--- src/rtl/rotating_square_if.sv ---
// Display-side bundle for rotating_square: step controls in, multiplexed
// seven-segment drive and debug position out.
interface rotating_square_if;
  logic       tick;
  logic       en;
  logic       cw;
  logic [3:0] an;
  logic [6:0] seg;
  logic [2:0] pos;

  modport master (output tick, en, cw, input an, seg, pos);
  modport slave  (input tick, en, cw, output an, seg, pos);
endinterface

--- src/rtl/rotating_square.sv ---
// Walks an upper/lower square around a 4-digit multiplexed seven-segment
// display, one position per rising edge of the slow tick input.
module rotating_square #(
  parameter int REFRESH_BITS = 18
) (
  input  logic             clk,
  input  logic             reset,
  rotating_square_if.slave bus
);

  logic                    tick_q;
  logic [2:0]              pos_q;
  logic [REFRESH_BITS-1:0] refresh_cnt;
  logic [3:0]              an_q;
  logic [6:0]              seg_q;
  logic [1:0]              sel;
  logic [1:0]              target;
  logic                    step;

  assign sel    = refresh_cnt[REFRESH_BITS-1 -: 2];
  assign target = pos_q[2] ? pos_q[1:0] : (2'd3 - pos_q[1:0]);
  assign step   = bus.tick & ~tick_q & bus.en;

  // tick_q resets high so a tick already high at release is not an edge
  always_ff @(posedge clk or negedge reset) begin
    if (!reset) begin
      tick_q      <= 1'b1;
      pos_q       <= 3'd0;
      refresh_cnt <= '0;
      an_q        <= 4'b1111;
      seg_q       <= 7'h7F;
    end else begin
      tick_q      <= bus.tick;
      refresh_cnt <= refresh_cnt + 1'b1;
      if (step) begin
        if (bus.cw) pos_q <= pos_q + 3'd1;
        else        pos_q <= pos_q - 3'd1;
      end
      an_q <= ~(4'b0001 << sel);
      if (sel == target) seg_q <= pos_q[2] ? 7'b0100011 : 7'b0011100;
      else               seg_q <= 7'b1111111;
    end
  end

  assign bus.an  = an_q;
  assign bus.seg = seg_q;
  assign bus.pos = pos_q;

endmodule

--- src/flat_wrapper.sv ---
// flat-port wrapper written by rule: the top's interface ports become plain ports
module rotating_square_flat 
#(
  parameter int REFRESH_BITS = 18
)
  (clk, reset, bus_tick, bus_en, bus_cw, bus_an, bus_seg, bus_pos);
  rotating_square_if bus_i ();
  input  logic clk;
  input  logic reset;
  input wire logic [$bits(bus_i.tick)-1:0] bus_tick;
  input wire logic [$bits(bus_i.en)-1:0] bus_en;
  input wire logic [$bits(bus_i.cw)-1:0] bus_cw;
  output wire logic [$bits(bus_i.an)-1:0] bus_an;
  output wire logic [$bits(bus_i.seg)-1:0] bus_seg;
  output wire logic [$bits(bus_i.pos)-1:0] bus_pos;
  assign bus_i.tick = bus_tick;
  assign bus_i.en = bus_en;
  assign bus_i.cw = bus_cw;
  assign bus_an = bus_i.an;
  assign bus_seg = bus_i.seg;
  assign bus_pos = bus_i.pos;
  rotating_square #(.REFRESH_BITS(REFRESH_BITS)) u_core (.clk(clk), .reset(reset), .bus(bus_i));
endmodule
--- config.mk ---
export PLATFORM = sky130hd
export DESIGN_NAME = rotating_square_flat
export DESIGN_NICKNAME = d
export VERILOG_FILES = /design/src/rtl/rotating_square_if.sv /design/src/rtl/rotating_square.sv /design/src/flat_wrapper.sv
export SDC_FILE = /design/constraint.sdc
export NUM_CORES = 1
export LEC_CHECK = 0
export BUFFER_PORTS_ARGS = -buffer_cell sky130_fd_sc_hd__clkbuf_2
export CAP_MARGIN = 20
export CORE_MARGIN = 2
export CORE_UTILIZATION = 29
export DETAILED_ROUTE_END_ITERATION = 16
export PLACE_DENSITY_LB_ADDON = 0.15
export SLEW_MARGIN = 10
export SYNTH_ARGS = -nofsm -noshare
export SYNTH_HDL_FRONTEND = slang
export SYNTH_SLANG_ARGS = --single-unit
--- constraint.sdc ---
create_clock -name clk -period 2.8 [get_ports clk]
set_input_delay 0.14 -clock clk [delete_from_list [all_inputs] [get_ports clk]]
set_output_delay 0.14 -clock clk [all_outputs]
set_load 0.03 [all_outputs]
==> results of run 1 <==
-- power breakdown --
group / internal (uW) / switching (uW)
clock: 171 / 148
combinational: 87.3 / 182
sequential: 472 / 41.6
-- through the flow --
stage | setup WS [ns] | cell area, um^2 | power (uW) | util [%] | hold WS (ns)
floorplan | 1.33 | 1220 | 737 | - | -0.156
global placement | 1.43 | 1340 | 786 | 33.3 | 0.223
detailed placement | 1.36 | 1340 | 794 | 33.3 | 0.233
CTS | 1.35 | 1450 | 1130 | 35.9 | 0.206
global route | 1.22 | 1450 | 1180 | 35.9 | 0.248
finish | 1.37 | 1450 | 1100 | 35.9 | 0.217
-- sequential cells by signal, summed over array words and instances (netlist names) --
register and count:
u_core.refresh_cnt 18, u_core.tick_q 1, u_core.bus.an 4, u_core.bus.pos 3
u_core.bus.seg 3
-- final timing paths --
check	from	to	slack (ns)	cells after the start
max reg2reg	u_core.refresh_cnt[0]	u_core.refresh_cnt[16]	1.37	5
max in group asynchronous	reset	u_core.bus.pos[2]	1.90	2
max	u_core.refresh_cnt[0]	u_core.refresh_cnt[16]	1.37	5
min in group asynchronous	reset	u_core.refresh_cnt[12]	0.45	2
min reg2reg	u_core.refresh_cnt[14]	u_core.refresh_cnt[14]	0.47	1
min	bus_en	u_core.bus.pos[0]	0.22	3
-- logic make-up (layout without fill, tap and decap cells) --
family	after synthesis	in the layout	synth area share, %
buffers and inverters	8	31	3.78
AND/OR/NAND/NOR	33	33	17.6
adder cells (fa/ha/maj)	2	2	2.66
flip-flops	29	29	60.1
XOR/XNOR	21	21	15.0
multiplexers	1	1	0.919
-- cell usage in the layout, fill, tap and decap left out, drive strengths merged --
cell type    synthesis  layout
dfrtp               21      21
and3                 1       1
nand2                6       6
and2                 1       1
or3                  1       1
xnor2               13      13
dlygate4sd3          0       2
fa                   1       1
dfstp                8       8
mux2                 1       1
nand2b               2       2
nor3                 1       1
nand3b               1       1
ha                   1       1
nand3                7       7
and4                 2       2
nand4                4       4
xor2                 8       8
or2                  1       1
nor4                 1       1
inv                  3       3
clkinv               0       2
nor2                 5       5
clkbuf               1      24
-- area by class of cell --
| type | count | area (um^2) | share of cell area [%] |
|---|---|---|---|
| inverters | 3 | 11.3 | 0.779 |
| flip-flops and latches | 29 | 736 | 50.9 |
| clock buffers | 6 | 72.6 | 5.02 |
| well taps | 50 | 62.6 | 4.33 |
| multi-input cells | 57 | 443 | 30.6 |
| clock inverters | 2 | 10.0 | 0.693 |
| repair buffers | 20 | 110 | 7.62 |
-- worst register-to-register path, stage by stage (launching register included) --
cell     delay, ns
dfrtp_1       0.40
ha_1          0.21
nand3_1       0.20
nor3_2        0.25
nand3_1       0.13
xnor2_1       0.13
-- repair_timing --
item,CTS,global route
setup buffers,0,0
hold buffers,2,0
hold endpoints to repair,22,0
-- per-layer routing --
metal | share of wire [%] | vias up | track usage (%)
met3 | 6.2 | 7 | 5.84
li1 | - | 352 | -
met2 | 45 | 12 | 14.8
met4 | 2.6 | 0 | 5.88
met1 | 46 | 323 | 11.8
met5 | 0 | - | 0
==> metrics.md, run 1 <==
| Metric | Value |
|---|---|
| Synth top area cells | dfrtp_1, dfstp_2, xnor2_1 |
| CP Launch Type | flop |
| Initial Utilization | 30.4% |
| Mapped Area | 0.00122 mm^2 |
| Post-synth top flop | dfrtp_1 |
| Rel. slew slack | 52.9% |
| Worst IR drop on VDD | 0.312 mV |
| Pre-antenna DRT Iters | 3 |
| Share of Yosys cell area claimed by the top area cell type | 42.9% |
| Proportion of layout cells with a drive suffix above 1 | 33.3% |
| Htree depth | 2 |
| Req. time, crit path | 2.96 ns |
| Count of cell types in the netlist | 25 |
| IO buf count | 18 |
| #FFs+latches synth | 29 |
| Routed wire per std cell | 11.1 um |
| Mapped Cells | 94 |
| GRT Util Overall | 10.2% |
| Clock transition at path regs | 0.06 ns |
| GPL Wtd Cong | 0.724 |
| Core ar. | 0.00403 mm^2 |
| Arr. time, crit path | 1.59 ns |
| Crit path max fanout | 5 |
| Starting DRC count in detailed routing | 25 |
| CTS root buf | clkbuf_8 |
| Skew final | 0.00546 ns |
| Final Non-Filler Cells | 167 |
| Fmax | 0.700 GHz |
| TNS Setup | 0 ns |
| Status | finished clean |
| Die X | 69.0 um |
| DP HPWL | 1280 um |
| CTS tree | yes |
| Worst-margin pin slew | 0.706 ns |
| Drt total wl | 1850 um |
| Area Overhead vs Synth | 18.0% |
| DRC violations left | 0 |
| Largest net degree at the start of global routing | 30 |
| YS warnings | 0 |
| Pwr dens | 763 mW/mm^2 |
| Vias in the first global route | 690 |
| MaxCap Viol Count | 0 |
| Crit-path cells | ha_1 > nand3_1 > nor3_2 > nand3_1 > xnor2_1 |
| Synthesized net count | 101 |
| Num CTS Buffers | 5 |
| Syn_area_per_cell | 13.0 um^2 |
| CP top delay family | simple AND/OR/NAND/NOR gates |
| Clock sinks | 29 |
| Most common cell on crit path | nand3_1 |
| Die Area | 0.00476 mm^2 |
| ANT nets after route | 0 |
| CP max stage delay | 0.40 ns |
| Final Setup Violations | 0 |
| Count leader, synth | dfrtp_1 |
| # rows | 23 |
| Vias | 694 |
| LEAKAGE | 0.000673 uW |
| Synth cell count leaders | dfrtp_1, xnor2_1, dfstp_2, xor2_1 |
| CP Buf/Inv Count | 0 |
| Fin crit period | 1.43 ns |
| Placed instance count | 157 |
| Hold Fails Final Rpt | 0 |
| Number of enable flip-flop cells after synthesis | 0 |
| Min-Delay Path Class | in -> reg |
| Worst-Skew Late Latency | 0.28 ns |
| Seq/Total Area, Yosys | 60.1% |
| Asr flop ratio synth | 100% |
| # fillers | 412 |
| Layout net count | 123 |
| CP endpoint kind | flop |
| Slew Limit Fails | 0 |
| Clock Tree Buf Depth | 2 |
| # diodes | 0 |
| DR vias/cell | 4.16 |
| First-pass GRT wire length | 3260 um |
| Antenna violations before repair | 0 |
| Final Cycle Share | 51.0% |
| CTS resizes | 0 |
| Die Ht | 69.0 um |
| Remaining global-route overflow | 0 |
| Largest area contributor in the synthesized netlist | dfrtp_1 |
| IO Count | 19 |
| Unrepaired setup endpoints after global routing | no |
| Crit-path slowest cell | dfrtp_1 |
| CP Class | reg -> reg |
Power figures use the tool's default switching activity.
==> run 2: changes to the inputs <==
- clock period: 2.8 -> 1.3 ns (I/O delays scaled with it)
==> metrics.md, run 2 (synthesis gave the netlist of run 1 again) <==
| Metric | Value |
|---|---|
| Status | finished, violations left |
| Failing checks | negative setup slack |
| MaxCap Viol Count | 0 (unchanged) |
| Register area | 738 um^2 (+0.34%) |
| ANT nets after route | 0 (unchanged) |
| Proportion of layout cells with a drive suffix above 1 | 51.5% (+18 points) |
| Pwr dens | 1470 mW/mm^2 (+93%) |
| Die Ht | 69.0 um (unchanged) |
| CTS root buf | clkbuf_8 |
| Met2 routed WL | 983 um (+18%) |
| FF-to-FF End | u_core.refresh_cnt[12] |
| Vias in the first global route | 774 (+12%) |
| Routed met3 length | 128 um (+11%) |
| # fillers | 405 (-1.7%) |
| Min-Delay Path Class | in -> reg |
| Largest register FFs | 18 (unchanged) |
| Comb pwr share | 26.2% (+1.8 points) |
| Drt total wl | 2100 um (+13%) |
| Worst IR drop on VDD | 0.605 mV (+94%) |
| Sequential share of power | 45.1% (-1.5 points) |
| Htree depth | 2 (unchanged) |
| Final setup margin | -0.0303 ns (-1.40 ns) |
| R2R Path Start | u_core.refresh_cnt[0] |
| Core ar. | 0.00403 mm^2 (unchanged) |
| # diodes | 0 (unchanged) |
| CTS tree | yes |
| Worst-Skew Late Latency | 0.28 ns (about the same) |
| Area of the multi-input gates | 495 um^2 (+12%) |
| Die X | 69.0 um (unchanged) |
| Req. time, crit path | 1.50 ns (-1.46 ns) |
| Reg2Reg Setup Slack | -0.03 ns (-1.40 ns) |
| Unrepaired setup endpoints after global routing | yes |
| Most frequent cells in the layout | dfrtp_1, clkbuf_2, buf_4, xnor2_1 |
| Worst hold endpoint | u_core.bus.pos[0] |
| Slew Limit Fails | 0 (unchanged) |
| Pre-antenna DRT Iters | 3 (unchanged) |
| Fin crit period | 1.33 ns (-0.0982 ns) |
| Pint | 1620 uW (+120%) |
| Largest net degree at the start of global routing | 17 (-43%) |
| Final Setup Violations | 2 (+2) |
| Placed Area | 0.00146 mm^2 (+8.6%) |
| Starting DRC count in detailed routing | 24 (-4.0%) |
| Area Overhead vs Synth | 35.1% |
| DRC violations left | 0 (unchanged) |
| Fin util | 41.1% (+5.2 points) |
| GPL Wtd Cong | 0.693 (-4.3%) |
| Clk pwr share | 28.7% (-0.3 points) |
| Switching part of the total | 33.3% (-0.39 points) |
| IO buf count | 18 (unchanged) |
| Num CTS Buffers | 5 (unchanged) |
| Antenna violations before repair | 0 (unchanged) |
| Worst hold stages | 3 (unchanged) |
| LEAKAGE | 0.000784 uW (+16%) |
| Clock transition at path regs | 0.06 ns (about the same) |
| First-pass GRT wire length | 3510 um (+7.4%) |
| Final Cycle Share | 102% (+51 points) |
| Hold wc startpoint | bus_en |
| DP HPWL | 1510 um (+17%) |
| Layout net count | 142 (+15%) |
| Arr. time, crit path | 1.53 ns (-0.06 ns) |
| CP Launch Type | flop |
| CP endpoint kind | flop |
| Design area | 0.00166 mm^2 (+15%) |
| IO Count | 19 (unchanged) |
| Worst r2r path cells | 5 (unchanged) |
| GRT Util Overall | 10.7% (+0.48 points) |
| CP Class | reg -> reg |
| Top Layer Used | met4 |
| Final Non-Filler Cells | 186 (+11%) |
| Vias | 778 (+12%) |
| Clock Tree Buf Depth | 2 (unchanged) |
| Die Area | 0.00476 mm^2 (unchanged) |
| Crit path max fanout | 4 (-1) |
| Routed metal-1 wirelength | 932 um (+9.5%) |
| Commonest non-fill, non-tap cell in the layout | dfrtp_1 |
| Initial Utilization | 30.4% (unchanged) |
| Routed wire per std cell | 11.3 um (+1.9%) |
| Clock sinks | 29 (unchanged) |
| Fmax | 0.752 GHz (+7.4%) |
| Remaining global-route overflow | 0 (unchanged) |
| Placed instance count | 170 (+8.3%) |
| Worst-margin pin slew | 0.392 ns (-0.315 ns) |
| Skew final | 0.00406 ns (-0.00140 ns) |
| Hold Fails Final Rpt | 0 (unchanged) |
| Sw Pwr | 812 uW (+120%) |
| DR vias/cell | 4.18 (+0.65%) |
| Place WS | 0.0142 ns (-1.35 ns) |
| Rel. slew slack | 73.9% (+21 points) |
| Largest Register | u_core.refresh_cnt |
| # rows | 23 (unchanged) |
[run 2: cell types whose count changed in the layout (fill, tap and decap cells not counted), sizes merged]
cell / delta
buf: +19
[run 2: worst max-delay path by stage]
stage	from	cells past startpoint	slack [ns]	endpoint
floorplan	u_core.bus.pos[1]	4	-0.02	u_core.bus.pos[2]
global placement	u_core.refresh_cnt[2]	4	0.02	u_core.refresh_cnt[17]
detailed placement	u_core.bus.pos[1]	4	0.01	u_core.bus.pos[2]
CTS	u_core.bus.pos[0]	4	0.01	u_core.bus.pos[2]
global route	u_core.refresh_cnt[0]	5	-0.10	u_core.refresh_cnt[12]
finish	u_core.refresh_cnt[0]	5	-0.03	u_core.refresh_cnt[12]
[run 2: routing by layer]
layer	vias up	track usage (%)
li1	386	-
met3	6	5.36
met5	-	0
met4	0	5.88
met1	369	12.6
met2	17	15.9
[run 2: power by group through the flow]
stage / Clock [uW] / Sequential, uW / Combinational (uW)
2_1_floorplan: 0 / 1290 / 307
3_3_place_gp: 0 / 1120 / 586
3_5_place_dp: 0 / 1120 / 592
4_1_cts: 734 / 1100 / 650
5_1_grt: 787 / 1120 / 692
6_report: 699 / 1100 / 639
[run 2: stage by stage]
step / power [uW] / hold slack [ns] / setup TNS (ns)
floorplan: 1600 / -0.231 / -0.0372
global placement: 1710 / 0.00348 / 0
detailed placement: 1720 / 0.00640 / 0
CTS: 2480 / 0.123 / 0
global route: 2600 / 0.123 / -0.548
finish: 2440 / 0.131 / -0.0393
[run 2: critical path, cell delays in order, from the launching register on]
cell and delay [ns]:
dfrtp_1 0.40, ha_2 0.23, nand3_4 0.09, nor3_4 0.24
buf_4 0.15, xor2_1 0.14
[run 2: what timing repair did]
action,CTS,global route
hold endpoints to repair,13,0
pin swaps,0,13
setup endpoints to repair,1,12
hold buffers,2,0
setup buffers,2,4
cloned,0,0
resized for setup,0,12
[run 2: cell type report]
type	instances	area share [%]
Timing Repair Buffer	39	16.0
Clock inverter	2	0.605
Tap cell	50	3.78
Inverter	3	0.680
Sequential cell	29	44.6
Clock buffer	6	4.38
Multi-Input combinational cell	57	29.9
==> run 3: changes to the inputs <==
- BUFFER_PORTS_ARGS: -buffer_cell sky130_fd_sc_hd__clkbuf_2 -> unset
- CAP_MARGIN: 20 -> unset
- CORE_UTILIZATION: 29 -> 50
- DONT_BUFFER_PORTS: unset -> 1
==> metrics.md, run 3 (synthesis gave the netlist of run 1 again) <==
| Metric | Value |
|---|---|
| Pwr dens | 1460 mW/mm^2 (-0.50%) |
| Switching part of the total | 35.2% (+1.8 points) |
| CP endpoint kind | flop |
| Largest Register | u_core.refresh_cnt |
| DR vias/cell | 5.00 (+20%) |
| Clk pwr share | 22.9% (-5.8 points) |
| Final Setup Violations | 0 (-2) |
| Core ar. | 0.00225 mm^2 (-44%) |
| Num CTS Buffers | 5 (unchanged) |
| Drt total wl | 2060 um (-1.7%) |
| Proportion of layout cells with a drive suffix above 1 | 43.7% (-7.8 points) |
| Vias in the first global route | 754 (-2.6%) |
| Die Area | 0.00286 mm^2 (-40%) |
| Sw Pwr | 781 uW (-3.8%) |
| Arr. time, crit path | 1.51 ns (-0.02 ns) |
| Hold Fails Final Rpt | 0 (unchanged) |
| # rows | 17 (-26%) |
| Largest net degree at the start of global routing | 30 (+13) |
| CP Class | reg -> reg |
| Placed instance count | 131 (-23%) |
| GPL Wtd Cong | 0.686 (-0.98%) |
| Status | finished clean |
| Clock sinks | 29 (unchanged) |
| CP Buf/Inv Count | 0 (-1) |
| Area Overhead vs Synth | 23.8% |
| Antenna violations before repair | 0 (unchanged) |
| CP top delay family | simple AND/OR/NAND/NOR gates |
| Clock Tree Buf Depth | 2 (unchanged) |
| First-pass GRT wire length | 3370 um (-3.9%) |
| CTS tree | yes |
| Slew Limit Fails | 0 (unchanged) |
| Req. time, crit path | 1.52 ns (+0.02 ns) |
| Die X | 53.5 um (-22%) |
| Worst-Skew Late Latency | 0.33 ns (+0.05 ns) |
| Layout net count | 125 (-12%) |
| # fillers | 174 (-57%) |
| Comb pwr share | 20.2% (-6.0 points) |
| Area of the multi-input gates | 492 um^2 (-0.76%) |
| CP max stage delay | 0.38 ns (-0.02 ns) |
| Initial Utilization | 54.3% (+24 points) |
| # diodes | 0 (unchanged) |
| Worst IR drop on VDD | 1.66 mV (+170%) |
| TNS Setup | 0 ns (+0.0393 ns) |
| Rel. slew slack | 70.5% (-3.4 points) |
| Fmax | 0.778 GHz (+3.5%) |
| Crit-path cells | nand4_1 > nor4_4 > nand4_1 > xnor2_1 |
| Worst-margin pin slew | 0.443 ns (+0.0514 ns) |
| Htree depth | 2 (unchanged) |
| DP HPWL | 1280 um (-15%) |
| Most common cell on crit path | nand4_1 |
| IO buf count | 0 (-18) |
| CTS root buf | clkbuf_4 |
| Routed wire per std cell | 14.0 um (+24%) |
| DRC violations left | 0 (unchanged) |
| Remaining global-route overflow | 0 (unchanged) |
| CP Launch Type | flop |
| Final Non-Filler Cells | 147 (-21%) |
| Pint | 1440 uW (-11%) |
| Clock transition at path regs | 0.09 ns (+0.03 ns) |
| Crit path max fanout | 3 (-1) |
| Final Cycle Share | 98.9% (-3.5 points) |
| MaxCap Viol Count | 0 (unchanged) |
| Commonest non-fill, non-tap cell in the layout | dfrtp_1 |
| Die Ht | 53.5 um (-22%) |
| IO Count | 19 (unchanged) |
| Min-Delay Path Class | in -> reg |
| Hold Slack | 0.0225 ns (-0.109 ns) |
| ANT nets after route | 0 (unchanged) |
| GRT Util Overall | 18.2% (+7.5 points) |
| Crit-path slowest cell | dfrtp_1 |
| Most frequent cells in the layout | dfrtp_1, buf_4, xnor2_1, dfstp_2, xor2_1 |
| Unrepaired setup endpoints after global routing | yes |
| Largest register FFs | 18 (unchanged) |
| Fin crit period | 1.29 ns (-0.0451 ns) |
| Pre-antenna DRT Iters | 4 (+1) |
| LEAKAGE | 0.000714 uW (-8.9%) |
| Vias | 735 (-5.5%) |
| Sequential share of power | 56.8% (+12 points) |
| Register area | 738 um^2 (unchanged) |
| Power Total | 2220 uW (-8.8%) |
| Starting DRC count in detailed routing | 9 (-63%) |
| Skew final | 0.00722 ns (+0.00315 ns) |
-- run 3: metal layers --
metal	vias to the layer above	part of all wire [%]	global-route usage [%]	routed length, um
met5	-	0	0	0
met4	0	2.2	10.7	45
met3	5	5.9	9.32	122
met2	15	50	28.4	1030
met1	364	42	19.6	865
li1	351	-	-	-
-- run 3: path summary, 6_finish.rpt --
path / startpoint / endpoint / slack [ns] / cells after the start
worst min-delay path: bus_cw / u_core.bus.pos[2] / 0.02 / 3
worst max-delay path: u_core.refresh_cnt[10] / u_core.refresh_cnt[17] / 0.01 / 4
max in group asynchronous: reset / u_core.tick_q / 0.87 / 2
min in group asynchronous: reset / u_core.refresh_cnt[7] / 0.19 / 2
worst max register to register: u_core.refresh_cnt[10] / u_core.refresh_cnt[17] / 0.01 / 4
worst min register to register: u_core.refresh_cnt[13] / u_core.refresh_cnt[13] / 0.49 / 1
-- run 3: layout make-up --
cell class | count | area share (%)
clock buffer | 6 | 2.72
clock inverter | 2 | 0.660
inverter | 3 | 0.743
multi-input combinational | 57 | 32.4
sequential | 29 | 48.7
tap | 28 | 2.31
timing repair buffer | 22 | 12.5
-- run 3: what timing repair did --
item	4_1_cts	5_1_grt
setup endpoints to repair	3	11
buffers inserted	1	3
hold buffers	4	0
endpoints found under the hold margin	31	0
gates resized for setup	4	8
pin swaps	2	3
-- run 3: tightest hold or removal path, stage by stage --
cell and delay (ns):
xor2_1 0.05, nor2_1 0.12, xor2_1 0.09
-- run 3: stage by stage --
step / area (um^2) / utilization, % / setup WS (ns)
global route: 1520 / 67.3 / -0.0701
CTS: 1460 / 64.8 / -0.00567
detailed placement: 1340 / 59.2 / -0.0178
floorplan: 1230 / - / -0.0222
finish: 1520 / 67.3 / 0.0148
global placement: 1340 / 59.2 / 0.0358
-- run 3: power by group through the flow --
| stage | Combinational (uW) | Clock, uW | Sequential, uW |
|---|---|---|---|
| 6_report | 449 | 509 | 1260 |
| 5_1_grt | 500 | 586 | 1280 |
| 4_1_cts | 430 | 528 | 1260 |
| 3_5_place_dp | 365 | 0 | 1290 |
| 3_3_place_gp | 349 | 0 | 1290 |
| 2_1_floorplan | 307 | 0 | 1290 |
